### config.mk
export PLATFORM = sky130hd
export DESIGN_NAME = efi_calc_scheduler
export DESIGN_NICKNAME = d
export VERILOG_FILES = /design/src/rtl/efi_calc_scheduler.sv
export SDC_FILE = /design/constraint.sdc
export NUM_CORES = 1
export LEC_CHECK = 0
export BUFFER_PORTS_ARGS = -buffer_cell sky130_fd_sc_hd__buf_2
export CORE_UTILIZATION = 50
export CTS_CLUSTER_DIAMETER = 40
export DETAILED_ROUTE_END_ITERATION = 16
export PLACE_DENSITY = 0.75
export SYNTH_ARGS = -nofsm -noshare
export SYNTH_HDL_FRONTEND = slang
export SYNTH_SLANG_ARGS = --single-unit
### constraint.sdc
create_clock -name clk -period 2 [get_ports clk]
set_clock_uncertainty 0.2 [all_clocks]
set_input_delay 0.2 -clock clk [delete_from_list [all_inputs] [get_ports clk]]
set_output_delay 0.2 -clock clk [all_outputs]
set_load 0.05 [all_outputs]
### src/rtl/efi_calc_scheduler.sv
// Purpose: shares one multiply/divide unit among the RPM, BTDC, injection and ignition requests.
// Latency: request to unit_start is 2 cycles; unit_done to calc_done is 1 cycle; 2 cycles overhead per slot.
// Backpressure: one op in flight; new requests stay pending, and a repeat of a pending request is merged and flagged in overrun.
// Optional build macro: EFI_CALC_TIMEOUT_EN adds a WAIT watchdog that aborts a stuck op.
module efi_calc_scheduler #(
    parameter int TIMEOUT_CYCLES = 4096,
    parameter int AGE_LIMIT      = 8
) (
    input  logic       clk,
    input  logic       reset,
    input  logic       enable,
    input  logic [3:0] req,
    input  logic       unit_done,
    output logic       unit_start,
    output logic [1:0] unit_op,
    output logic       unit_abort,
    output logic [3:0] calc_done,
    output logic [3:0] pending,
    output logic       busy,
    output logic [3:0] overrun,
    output logic       timeout_err
);

    // Reject parameter values the aging and watchdog logic cannot represent.
    if (AGE_LIMIT < 1 || AGE_LIMIT > 15 || TIMEOUT_CYCLES < 1) begin : g_bad_param
        $error("efi_calc_scheduler: AGE_LIMIT must be 1..15 and TIMEOUT_CYCLES >= 1");
    end

    localparam logic [3:0] AGE_LIM = 4'(AGE_LIMIT);

    typedef enum logic [1:0] {
        IDLE  = 2'd0,
        START = 2'd1,
        WAIT  = 2'd2
    } state_t;

    state_t     state;
    state_t     state_nxt;
    logic [3:0] skip_cnt [4];
    logic [3:0] promoted;
    logic [3:0] cand;
    logic [1:0] sel;
    logic       grant;
    logic [3:0] grant_mask;
    logic       expire;

    // Winner selection: aged requesters take precedence, then fixed priority with ignition highest.
    always_comb begin
        promoted = 4'b0000;
        for (int i = 0; i < 4; i++) begin
            promoted[i] = pending[i] && (skip_cnt[i] == AGE_LIM);
        end
        cand = (promoted != 4'b0000) ? promoted : pending;
        if (cand[3])      sel = 2'd3;
        else if (cand[2]) sel = 2'd2;
        else if (cand[1]) sel = 2'd1;
        else              sel = 2'd0;
        grant      = (state == IDLE) && enable && (pending != 4'b0000);
        grant_mask = grant ? (4'b0001 << sel) : 4'b0000;
    end

`ifdef EFI_CALC_TIMEOUT_EN
    localparam int TW = $clog2(TIMEOUT_CYCLES + 1);

    logic [TW-1:0] tmo_cnt;

    // The watchdog fires on the last allowed WAIT cycle; a unit_done in that same cycle still completes normally.
    always_comb begin
        expire = (state == WAIT) && !unit_done && (tmo_cnt == TW'(TIMEOUT_CYCLES - 1));
    end

    // WAIT cycle counter, restarted each time an op is issued.
    always_ff @(posedge clk) begin
        if (reset) begin
            tmo_cnt <= '0;
        end else if (state == START) begin
            tmo_cnt <= '0;
        end else if (state == WAIT) begin
            tmo_cnt <= tmo_cnt + 1'b1;
        end
    end

    // Abort pulse and sticky timeout flag.
    always_ff @(posedge clk) begin
        if (reset) begin
            unit_abort  <= 1'b0;
            timeout_err <= 1'b0;
        end else begin
            unit_abort  <= expire;
            timeout_err <= timeout_err | expire;
        end
    end
`else
    // With no watchdog, WAIT ends only on unit_done.
    always_comb begin
        expire = 1'b0;
    end

    assign unit_abort  = 1'b0;
    assign timeout_err = 1'b0;
`endif

    // State register.
    always_ff @(posedge clk) begin
        if (reset) begin
            state <= IDLE;
        end else begin
            state <= state_nxt;
        end
    end

    // Next state and state-decoded outputs.
    always_comb begin
        state_nxt  = state;
        unit_start = 1'b0;
        busy       = 1'b0;
        case (state)
            IDLE: begin
                if (grant) begin
                    state_nxt = START;
                end
            end
            START: begin
                unit_start = 1'b1;
                busy       = 1'b1;
                state_nxt  = WAIT;
            end
            WAIT: begin
                busy = 1'b1;
                if (unit_done || expire) begin
                    state_nxt = IDLE;
                end
            end
            default: begin
                state_nxt = IDLE;
            end
        endcase
    end

    // Opcode is latched at grant and held until the next grant.
    always_ff @(posedge clk) begin
        if (reset) begin
            unit_op <= 2'd0;
        end else if (grant) begin
            unit_op <= sel;
        end
    end

    // Completion pulse routed back to the requester of the op in service.
    always_ff @(posedge clk) begin
        if (reset) begin
            calc_done <= 4'b0000;
        end else if ((state == WAIT) && unit_done) begin
            calc_done <= 4'b0001 << unit_op;
        end else begin
            calc_done <= 4'b0000;
        end
    end

    // Pending set: a grant clears the winner unless the same requester strobes again; repeats are merged and flagged.
    always_ff @(posedge clk) begin
        if (reset) begin
            pending <= 4'b0000;
            overrun <= 4'b0000;
        end else if (!enable) begin
            pending <= 4'b0000;
        end else begin
            pending <= (pending & ~grant_mask) | req;
            overrun <= overrun | (req & pending & ~grant_mask);
        end
    end

    // Skip counters: losers that are still pending age toward AGE_LIMIT, and the winner starts over.
    always_ff @(posedge clk) begin
        if (reset || !enable) begin
            for (int i = 0; i < 4; i++) begin
                skip_cnt[i] <= 4'd0;
            end
        end else if (grant) begin
            for (int i = 0; i < 4; i++) begin
                if (2'(i) == sel) begin
                    skip_cnt[i] <= 4'd0;
                end else if (pending[i] && (skip_cnt[i] < AGE_LIM)) begin
                    skip_cnt[i] <= skip_cnt[i] + 4'd1;
                end
            end
        end
    end

endmodule

-- After elaboration in Yosys (flattened, before gate mapping)
Memories as Yosys holds them, arrays and structs flattened.
Index checks and enable logic that the tools add are counted.
- memory bits (writable): 16
- memories kept: 1
- latch bits: 0
- output and inout bits: 18
- ROM bits: 0
- flip-flop bits (word level): 16
- word-level logic and storage cells: 120
- input bits: 8
- memories (memory ; depth ; bits a word ; read ports ; clocked after Yosys merged registers in ; wr ports ; RTL line ; source):
    skip_cnt ; 4 ; 4 ; 4 ; 0 ; 4 ; 39 ; logic [3:0] skip_cnt [4];
- $lt $le $gt $ge: 4
- add/subtract/negate cells: 4
- multiply operators: 0
- divide/modulo/power cells: 0
- reductions and logical operators: 21
- eq/ne operators: 11
- mux-type cells: 56
- shift-type cells: 2
- bitwise gates (word level): 16
- operator list (cell ; number):
    two-way mux 1 bit ; 41
    two-way mux 4 bit ; 10
    adder 4 x 1 -> 4 bit, second input constant ; 4
    == test 4 bit, second input constant ; 4
    less-than comparator 4 bit, second input constant ; 4
    bitwise AND 4 bit ; 3
    logical AND 1 bit ; 11
    two-way mux 2 bit ; 4
    OR 1 bit ; 8
    OR 4 bit ; 2
    nonzero test 4 bit ; 2
    << shifter 1 x 2 -> 4 bit, first input constant ; 2
    one-hot mux 2 bit (3 select lines) ; 1
    OR reduction 2 bit ; 3
    == test 2 bit, first input constant ; 2
    logical NOT 2 bit ; 2
    inequality test 2 bit, second input constant ; 2
    NOT 4 bit ; 1
    == test 1 x 2 -> 1 bit, first input constant ; 1
    == test 2 x 1 -> 1 bit, second input constant ; 1
    == test 2 bit, second input constant ; 1
    NOT 1 bit ; 2
    AND reduction 2 bit ; 1
    logical NOT 1 bit ; 1
    logical OR 1 bit ; 1

-- Depth between registers and ports, before layout
Gate-level depths: netlist of the first run.
An unclocked memory read counts as a cell.
- depth in word-level cells: 15
- gate-level depth with buffers: 7
- gate-level depth less buffers: 6

-- Least setup slack after synthesis of the first run
No wires, ideal clock.
- path kind: register -> register
- from: register pending[0]
- to: memory skip_cnt[0][0], enable pin
- library setup time: 0.361 ns
- arrival: 1.725 ns
- cell stages (with the launch flop): 5
- slack: -0.286 ns
- clock period less this slack: 2.286 ns
- buffers on the path: 0
- cell sequence: dfxtp_1 and4b_1 o2111ai_1 a21boi_0 o21ai_0
- RTL lines (element ; RTL line ; source):
    start, declared ; 18 ; output logic [3:0] pending,
    start signal, assigned ; 168 ; pending <= (pending & ~grant_mask) | req;
    end, declared ; 39 ;

==> metrics.yaml, run 1 <==
status:
  run_status: "finished with violations"
  violations: "setup timing"
clocking:
  h-tree-depth: 2
  cts_tree: "done"
  clockRootBuffer: "clkbuf_4"
  clock_latency_ps: 330
  ctsLongestPathBuffers: 2
  cts_buffers: 5
  path_clk_slew_ps: 100
  clkSinkCount: 32
sta:
  setup_viol: 4
  rsz0062_at_grt: "yes"
  whs_ps: 19.4
  drv_slew: 0
  fin_crit_sh: 1.00
  fmax_mhz: 499
  hold_viol_final: 0
  worst_slack_ps: -3.71
  period_minus_slack_ps: 2000
placement:
  port_buffers: 23
  dpl.cell_count: 252
  gp_congestion: 0.845
  post-dp-hpwl_um: 2680
  place_ws_ps: -56.5
logic_synthesis:
  synth_edf_count: 16
  synthFlopType: "edfxtp_1"
  yosys.area.top_type: "edfxtp_1"
  synth_most_common_cell: "nor2_1"
  ys_warn_count: 0
  yosysSeqAreaShare: 0.461
  synth.top_cell.area_share: 0.276
  postSynthAreaPerCell_sq_um: 9.76
  synthCells: 178
  ys_ff_latch: 32
  syn_area_sq_um: 1740
  synth_cell_types: 41
  synth_area_leaders: "edfxtp_1, dfxtp_1, ha_1"
  yosys-top-cells-count: "nor2_1, inv_1, dfxtp_1, edfxtp_1, ha_1"
  synthArstFlopShare: 0
floorplanning:
  fp.dieW_um: 61.0
  rows: 21
  initial_core_util: 0.521
  io_pins: 26
  dieArea_sq_um: 3720
  die_h_um: 61.0
  core_area_sq_um: 3340
final_layout:
  antenna_cells: 0
  area_growth_syn_to_layout_pct: 22.3
  layout.nets: 240
  drive_above_1_share: 0.290
  layout.cells.non_filler: 267
power_and_ir_drop:
  ir_worst_vdd_mv: 0.642
  leakage_nw: 0.938
  power_mw: 1.83
  cellPowerDensity_nw_per_um2: 862
detailed_routing:
  first_pass_iters: 4
  drcViolationCount: 0
  avgRoutedWirePerCell_um: 13.6
  viasPerCell: 5.34
  first_iter_violations: 76
  wirelength_um: 3640
  vias: 1426
  drtAntennaViolNets: 0
global_route:
  grt_pass1_vias: 1330
  grt_use_total: 0.220
  grt_max_degree: 14
  overflow: 0
  grt_pass1_wl_um: 5780
  antenna_found_initial: 0
setup_path:
  start_kind: "flop"
  crit_fanout: 4
  endpoint_kind: "flop"
  required_ps: 1860
  arrival_ps: 1860
  critPathKind: "flop to flop"
worst_hold_path:
  hold_class: "input pin to flop"
run:
  max_cap_viol_count: 0
-- layout by cell type, fill, tap and decap left out, types with 4 or more instances in the layout --
master / count
nand3_1: 8
o21ai_2: 4
dlygate4sd3_1: 5
edfxtp_1: 16
buf_2: 23
clkbuf_4: 5
nor2_1: 25
buf_4: 14
dfxtp_2: 4
dfxtp_1: 12
nand2_1: 11
inv_1: 21
nand4b_1: 4
ha_1: 11
nor3_1: 6
nor2b_1: 7
a21oi_1: 5
xnor2_1: 4
-- routing by layer --
| layer | wire length [um] | vias to the layer above | track usage | share of wire |
|---|---|---|---|---|
| li1 | - | 697 | - | - |
| met1 | 1510 | 661 | 0.255 | 0.42 |
| met2 | 1820 | 56 | 0.377 | 0.50 |
| met3 | 219 | 12 | 0.0768 | 0.060 |
| met4 | 84 | 0 | 0.0779 | 0.023 |
| met5 | 0 | - | 0 | 0 |
-- worst max-delay path, cell delays in order (launching register included) --
cell and delay (ps):
edfxtp_1 370, inv_1 50, ha_1 200, nand4b_1 220
nand3_1 170, a21boi_1 190, a2bb2oi_1 180, buf_4 150
-- kinds of logic after synthesis --
kind of cell,synth area share
and+or+nand+nor,0.220
DFF,0.461
buffers and inverters,0.0821
AOI/OAI and AO/OA,0.117
adders and majority gates,0.0864
xor gates and xnor gates,0.0202
muxes,0.0115
other,0.00216
-- per-stage QoR --
step            util  setup TNS, ps  area (sq um)
3_3_place_gp   0.583              0          1950
6_report       0.637          -14.4          2130
3_5_place_dp   0.583           -226          1950
5_1_grt        0.637           -347          2130
4_1_cts        0.623              0          2080
2_1_floorplan      -              0          1750
-- power by group --
part | switching, mW | total, mW | leakage (nW) | internal [mW]
logic | 0.353 | 0.549 | 0.587 | 0.196
clock network | 0.223 | 0.484 | 0.0412 | 0.260
registers | 0.0566 | 0.799 | 0.309 | 0.743
total | 0.633 | 1.83 | 0.938 | 1.20
-- final timing paths --
check                           cells past startpoint                            to  slack (ps)                         start
worst max register to register                      7  skip_cnt[3][0]$_SDFFCE_PN0P_          -4  skip_cnt[1][0]$_SDFFCE_PN0P_
worst min register to register                      2       overrun[0]$_SDFFE_PP0P_         280       overrun[0]$_SDFFE_PP0P_
worst max-delay path                                7  skip_cnt[3][0]$_SDFFCE_PN0P_          -4  skip_cnt[1][0]$_SDFFCE_PN0P_
worst min-delay path                                2       unit_op[0]$_SDFFE_PP0P_          20                         reset
-- layout make-up --
| type | count | area (sq um) |
|---|---|---|
| Clock buffer | 5 | 37.5 |
| Multi-Input combinational cell | 118 | 833 |
| Timing Repair Buffer | 42 | 270 |
| Fill cell | 299 | 1210 |
| Inverter | 21 | 78.8 |
| Clock inverter | 3 | 42.5 |
| Tap cell | 46 | 57.6 |
| Sequential cell | 32 | 806 |
-- sequential cells by signal, summed over array words and instances (netlist names) --
register,flops
overrun,4
state,2
calc_done,4
pending,4
unit_op,2
skip_cnt,16
-- repair_timing --
| item | in CTS | in global routing |
|---|---|---|
| buffers inserted | 0 | 3 |
| pin swaps | 0 | 4 |
| endpoints found under the hold margin | 9 | 0 |
| gates resized for setup | 3 | 7 |
| hold buffers | 5 | 0 |
| setup endpoints to repair | 8 | 22 |
| gates cloned | 0 | 0 |
Power figures use the tool's default switching activity.
==> run 2: changes to the inputs <==
--- a/config.mk
+++ b/config.mk
@@ -6,6 +6,7 @@
 export NUM_CORES = 1
 export LEC_CHECK = 0
 export BUFFER_PORTS_ARGS = -buffer_cell sky130_fd_sc_hd__buf_2
+export CORE_ASPECT_RATIO = 0.5
 export CORE_UTILIZATION = 50
 export CTS_CLUSTER_DIAMETER = 40
 export DETAILED_ROUTE_END_ITERATION = 16
==> run 2 against run 1 <==
  * The flow still finishes with violations (setup timing)
  * First-iteration DRC count increased by 24%
  * Clock power increased by 18%
  * Die area is 0.39% higher
  * Count of clock-buffer cells in the layout increased by 1
  * Hold slack better by 8.1 ps
  * Sequential power decreased by 0.5%
  * Wire length is 0.38% lower
  * Setup slack worse by 26 ps
  * Utilization rose by 5.4 points
  * Via count fell by 0.56%
  * Design area up 2.5%
  * Sequential share of layout area down 0.94 points
  * Critical path type unchanged
==> metrics.yaml, run 2 (synthesized netlist as in run 1, its figures left out) <==
setup_path:
  start_kind: "flop"  # unchanged
  critPathKind: "flop to flop"  # unchanged
  crit_fanout: 4  # unchanged
  critical-path-max-stage-delay_ps: 430  # was 370 ps
  r2r_cells: 7  # unchanged
  reg2reg_to: "skip_cnt[2][1]$_SDFFCE_PN0P_"  # was skip_cnt[3][0]$_SDFFCE_PN0P_
  arrival_ps: 1880  # was 1860 ps
  endpoint_kind: "flop"  # unchanged
  r2r_start: "skip_cnt[1][1]$_SDFFCE_PN0P_"  # was skip_cnt[1][0]$_SDFFCE_PN0P_
  required_ps: 1850  # was 1860 ps
  ff2ff_setup_slack_ps: -30  # was -4 ps
  crit_path_cell_trace: "inv_1, ha_2, nand4b_1, a32oi_2, nor2b_2, o21ai_1, buf_4"  # was inv_1, ha_1, nand4b_1, nand3_1, a21boi_1, a2bb2oi_1, buf_4
  slowest_stage: "edfxtp_1"  # unchanged
sta:
  worst_slack_ps: -29.2  # was -3.71 ps
  setup_viol: 8  # was 4
  fin_crit_sh: 1.01  # was 1.00
  hold_viol_final: 0  # unchanged
  whs_ps: 27.5  # was 19.4 ps
  fmax_mhz: 493  # was 499 MHz
  period_minus_slack_ps: 2030  # was 2000 ps
  tns_ps: -229  # was -14.4 ps
  rsz0062_at_grt: "yes"  # unchanged
  drv_slew: 0  # unchanged
power_and_ir_drop:
  leakage_nw: 0.976  # was 0.938 nW
  ir_worst_vdd_mv: 0.590  # was 0.642 mV
  power_mw: 1.91  # was 1.83 mW
  cellPowerDensity_nw_per_um2: 877  # was 862 nW/um^2
clocking:
  cts_buffers: 5  # unchanged
  ctsLongestPathBuffers: 2  # unchanged
  clock_latency_ps: 290  # was 330 ps
  clockRootBuffer: "clkbuf_8"  # was clkbuf_4
  clkSinkCount: 32  # unchanged
  cts_tree: "done"  # unchanged
  path_clk_slew_ps: 70  # was 100 ps
  h-tree-depth: 2  # unchanged
final_layout:
  final_common_cell: "nor2_1"  # unchanged
  antenna_cells: 0  # unchanged
  largest-register: "skip_cnt"  # unchanged
  mostFrequentLayoutCells: "nor2_1, buf_2, inv_1, buf_4, edfxtp_1"  # was nor2_1, buf_2, inv_1, edfxtp_1, buf_4
  layout.nets: 245  # was 240
  drive_above_1_share: 0.310  # was 0.290
  n_fill_cell: 236  # was 299
  multi_input_area_sq_um: 833  # unchanged
  largest_reg_flops: 16  # unchanged
  area_growth_syn_to_layout_pct: 25.4  # was 22.3%
  ff_latch_area_sq_um: 806  # unchanged
global_route:
  overflow: 0  # unchanged
  antenna_found_initial: 0  # unchanged
  grt_max_degree: 14  # unchanged
  grt.busiest_layer: "met2"  # unchanged
  grt_pass1_wl_um: 5670  # was 5780 um
  grt_pass1_vias: 1266  # was 1,330
  grt_use_total: 0.207  # was 0.220
  use_met2: 0.340  # was 0.377
  use_met3: 0.0629  # was 0.0768
  met1_usage: 0.267  # was 0.255
floorplanning:
  dieArea_sq_um: 3730  # was 3720 sq um
  initial_core_util: 0.551  # was 0.521
  rows: 14  # was 21
  io_pins: 26  # unchanged
  die_h_um: 43.7  # was 61.0 um
  fp.dieW_um: 85.4  # was 61.0 um
  core_area_sq_um: 3150  # was 3340 sq um
worst_hold_path:
  whs_endpoint: "calc_done[0]$_SDFF_PP0_"  # was unit_op[0]$_SDFFE_PP0P_
  holdPathStages: 3  # was 2
  min_from: "unit_done"  # was reset
  hold_class: "input pin to flop"  # unchanged
detailed_routing:
  wirelength_um: 3620  # was 3640 um
  first_pass_iters: 4  # unchanged
  first_iter_violations: 94  # was 76
  vias: 1418  # was 1,426
  avgRoutedWirePerCell_um: 13.6  # about the same
  drtAntennaViolNets: 0  # unchanged
  drcViolationCount: 0  # unchanged
  viasPerCell: 5.33  # was 5.34
status:
  violations: "setup timing"  # unchanged
  run_status: "finished with violations"  # unchanged
placement:
  port_buffers: 23  # unchanged
  gp_congestion: 0.837  # was 0.845
  post-dp-hpwl_um: 2590  # was 2680 um
run:
  max_cap_viol_count: 0  # unchanged
[run 2: area by class of cell]
class / count / share of cell area
well taps: 40 / 0.0230
clock buffers: 6 / 0.0431
flip-flops and latches: 32 / 0.370
clock inverters: 2 / 0.00574
inverters: 21 / 0.0362
multi-input cells: 118 / 0.382
repair buffers: 47 / 0.140
[run 2: metrics by stage]
stage                util  cells  cell area (sq um)  worst slack [ps]
CTS                 0.669    260               2110              15.8
floorplan               -    179               1750              47.5
global placement    0.619    248               1950              64.3
detailed placement  0.619    248               1950              13.1
finish              0.691    266               2180             -29.2
global route        0.691    266               2180              -122
[run 2: what timing repair did]
item | in CTS | in global routing
hold endpoints to repair | 5 | 0
gates cloned | 0 | 0
pin swaps | 0 | 8
hold buffers | 4 | 0
buffers inserted | 0 | 6
gates resized for setup | 2 | 8
endpoints found under the setup margin | 7 | 27
[run 2: layer usage]
metal,vias up,wire (um)
li1,708,-
met1,654,1660
met2,49,1640
met3,7,262
met4,0,57
met5,-,0
[run 2: critical path: cells and delay by family (launching register included)]
| kind | cells | cell delay, ps |
|---|---|---|
| DFF | 1 | 430 |
| and+or+nand+nor | 2 | 380 |
| AOI/OAI and AO/OA | 2 | 350 |
| buffers and inverters | 2 | 270 |
| adders and majority gates | 1 | 170 |
[run 2: report_power, final]
| part | switching [mW] | internal (mW) |
|---|---|---|
| clock | 0.254 | 0.318 |
| combinational | 0.347 | 0.198 |
| sequential | 0.0518 | 0.743 |
| total | 0.653 | 1.26 |
[run 2: how the worst max path moves through the flow]
| stage | startpoint | end | slack (ps) |
|---|---|---|---|
| final | skip_cnt[1][1]$_SDFFCE_PN0P_ | skip_cnt[2][1]$_SDFFCE_PN0P_ | -30 |
| after global routing | skip_cnt[1][1]$_SDFFCE_PN0P_ | skip_cnt[2][0]$_SDFFCE_PN0P_ | -120 |
| after CTS | skip_cnt[1][1]$_SDFFCE_PN0P_ | skip_cnt[3][0]$_SDFFCE_PN0P_ | 20 |
| after detailed placement | skip_cnt[0][1]$_SDFFCE_PN0P_ | skip_cnt[0][2]$_SDFFCE_PN0P_ | 10 |
| after global placement | skip_cnt[1][1]$_SDFFCE_PN0P_ | skip_cnt[3][0]$_SDFFCE_PN0P_ | 60 |
| after floorplan | skip_cnt[0][0]$_SDFFCE_PN0P_ | skip_cnt[0][0]$_SDFFCE_PN0P_ | 50 |
==> run 3: changes to the inputs <==
--- a/config.mk
+++ b/config.mk
@@ -7,10 +7,10 @@
 export LEC_CHECK = 0
 export BUFFER_PORTS_ARGS = -buffer_cell sky130_fd_sc_hd__buf_2
 export CORE_ASPECT_RATIO = 0.5
-export CORE_UTILIZATION = 50
+export CORE_UTILIZATION = 30
 export CTS_CLUSTER_DIAMETER = 40
 export DETAILED_ROUTE_END_ITERATION = 16
-export PLACE_DENSITY = 0.75
+export PLACE_DENSITY = 0.5
 export SYNTH_ARGS = -nofsm -noshare
 export SYNTH_HDL_FRONTEND = slang
 export SYNTH_SLANG_ARGS = --single-unit
==> run 3 against run 2 <==
  * The run now ends clean
  * Total power increased by 8.0%
  * Highest routed layer unchanged
  * Maximum frequency increased by 3.5%
  * Clock power increased by 24%
  * Final cell count increased by 12%
==> metrics.yaml, run 3 (synthesized netlist as in run 1, its figures left out) <==
clocking:
  ctsLongestPathBuffers: 2  # unchanged
  cts_tree: "done"  # unchanged
  h-tree-depth: 2  # unchanged
  clockRootBuffer: "clkbuf_16"  # was clkbuf_8
  clock_latency_ps: 270  # was 290 ps
  path_clk_slew_ps: 50  # was 70 ps
  clkSinkCount: 32  # unchanged
  cts_buffers: 5  # unchanged
worst_hold_path:
  hold_class: "input pin to flop"  # unchanged
final_layout:
  final_common_cell: "nor2_1"  # unchanged
  largest-register: "skip_cnt"  # unchanged
  area_growth_syn_to_layout_pct: 29.1  # was 25.4%
  mostFrequentLayoutCells: "nor2_1, buf_2, inv_1, buf_4, edfxtp_1"  # unchanged
  layout.nets: 243  # was 245
  final_area_sq_um: 2240  # was 2180 sq um
  largest_reg_flops: 16  # unchanged
  antenna_cells: 0  # unchanged
  drive_above_1_share: 0.286  # was 0.310
sta:
  fin_crit_sh: 0.980  # was 1.01
  hold_viol_final: 0  # unchanged
  setup_viol: 0  # was 8
  period_minus_slack_ps: 1960  # was 2030 ps
  worst_slack_ps: 40.2  # was -29.2 ps
  whs_ps: 75.1  # was 27.5 ps
  rsz0062_at_grt: "yes"  # unchanged
  drv_slew: 0  # unchanged
  fmax_mhz: 510  # was 493 MHz
floorplanning:
  io_pins: 26  # unchanged
  fp.dieW_um: 110  # was 85.4 um
  core_area_sq_um: 5540  # was 3150 sq um
  initial_core_util: 0.314  # was 0.551
  dieArea_sq_um: 6120  # was 3730 sq um
  die_h_um: 55.8  # was 43.7 um
  rows: 19  # was 14
power_and_ir_drop:
  cellPowerDensity_nw_per_um2: 921  # was 877 nW/um^2
  leakage_nw: 0.978  # was 0.976 nW
  ir_worst_vdd_mv: 0.489  # was 0.590 mV
global_route:
  grt_pass1_wl_um: 5730  # was 5670 um
  antenna_found_initial: 0  # unchanged
  overflow: 0  # unchanged
  grt_max_degree: 14  # unchanged
  grt_use_total: 0.123  # was 0.207
  grt_pass1_vias: 1219  # was 1,266
status:
  run_status: "complete, no violations"  # was finished with violations
placement:
  postPlaceCellArea_sq_um: 2010  # was 1950 sq um
  port_buffers: 23  # unchanged
  gp_congestion: 0.785  # was 0.837
  post-dp-hpwl_um: 2600  # was 2590 um
  place_ws_ps: 15.2  # was 13.1 ps
detailed_routing:
  first_iter_violations: 80  # was 94
  avgRoutedWirePerCell_um: 11.7  # was 13.6 um
  drtAntennaViolNets: 0  # unchanged
  drcViolationCount: 0  # unchanged
  viasPerCell: 4.52  # was 5.33
  wirelength_um: 3490  # was 3620 um
  vias: 1342  # was 1,418
  first_pass_iters: 4  # unchanged
setup_path:
  crit_path_cell_trace: "inv_1, ha_1, nand4b_1, nand3_1, a21boi_2, a2bb2oi_2, buf_4"  # was inv_1, ha_2, nand4b_1, a32oi_2, nor2b_2, o21ai_1, buf_4
  endpoint_kind: "flop"  # unchanged
  slowest_stage: "edfxtp_1"  # unchanged
  required_ps: 1790  # was 1850 ps
  start_kind: "flop"  # unchanged
  crit_fanout: 4  # unchanged
  critical-path-max-stage-delay_ps: 370  # was 430 ps
  critPathKind: "flop to flop"  # unchanged
  arrival_ps: 1750  # was 1880 ps
run:
  max_cap_viol_count: 0  # unchanged
==> run 3: changes by cell type in the layout (fill, tap and decap cells not counted), moves of 2 or more <==
cell	change
clkbuf_8	-5
clkbuf_16	+4
buf_4	-3
clkbuf_1	+2
==> run 3: through the flow <==
step	std cells	setup TNS, ps	util	power [mW]
3_5_place_dp	283	0	0.363	1.35
5_1_grt	297	-730	0.405	2.19
4_1_cts	296	0	0.397	2.08
3_3_place_gp	283	0	0.363	1.34
6_report	297	0	0.405	2.07
2_1_floorplan	179	0	-	1.20
==> run 3: worst paths after layout <==
path	start	to	depth (start not counted)	slack (ps)
setup / recovery	skip_cnt[1][1]$_SDFFCE_PN0P_	skip_cnt[3][0]$_SDFFCE_PN0P_	7	40
hold reg to reg	overrun[0]$_SDFFE_PP0P_	overrun[0]$_SDFFE_PP0P_	2	270
setup reg to reg	skip_cnt[1][1]$_SDFFCE_PN0P_	skip_cnt[3][0]$_SDFFCE_PN0P_	7	40
hold / removal	reset	state[0]$_SDFFE_PP0P_	2	80
==> run 3: per-layer routing <==
layer / global-route usage / vias to the layer above / wire length, um
met4: 0.0419 / 0 / 19
met3: 0.0351 / 2 / 106
met1: 0.172 / 613 / 1900
li1: - / 708 / -
met2: 0.181 / 19 / 1460
met5: 0 / - / 0
==> run 3: report_power, final <==
| group | internal (mW) | leakage [nW] | switching (mW) |
|---|---|---|---|
| Combinational | 0.211 | 0.604 | 0.348 |
| Sequential | 0.745 | 0.309 | 0.0531 |
| Clock | 0.456 | 0.0655 | 0.251 |
| Total | 1.41 | 0.978 | 0.652 |
==> run 3: critical path: cells and delay by family, from the launching register on <==
family / cells / cell delay (ps)
adder cells (fa/ha/maj): 1 / 180
AO/OA/AOI/OAI: 2 / 340
flip-flops: 1 / 370
AND/OR/NAND/NOR: 2 / 380
buffers and inverters: 2 / 200
==> run 3: what timing repair did <==
item / in CTS / in global routing
hold buffers: 5 / 0
endpoints found under the setup margin: 4 / 26
setup buffers: 0 / 1
pin swaps: 0 / 5
gates cloned: 0 / 0
hold endpoints to repair: 5 / 0
gates resized for setup: 1 / 9
==> run 3: cell type report <==
class | instances | area, sq um
sequential | 32 | 806
multi-input combinational | 118 | 838
fill | 543 | 3300
tap | 73 | 91.3
inverter | 21 | 78.8
clock buffer | 7 | 133
clock inverter | 1 | 3.75
timing repair buffer | 45 | 293
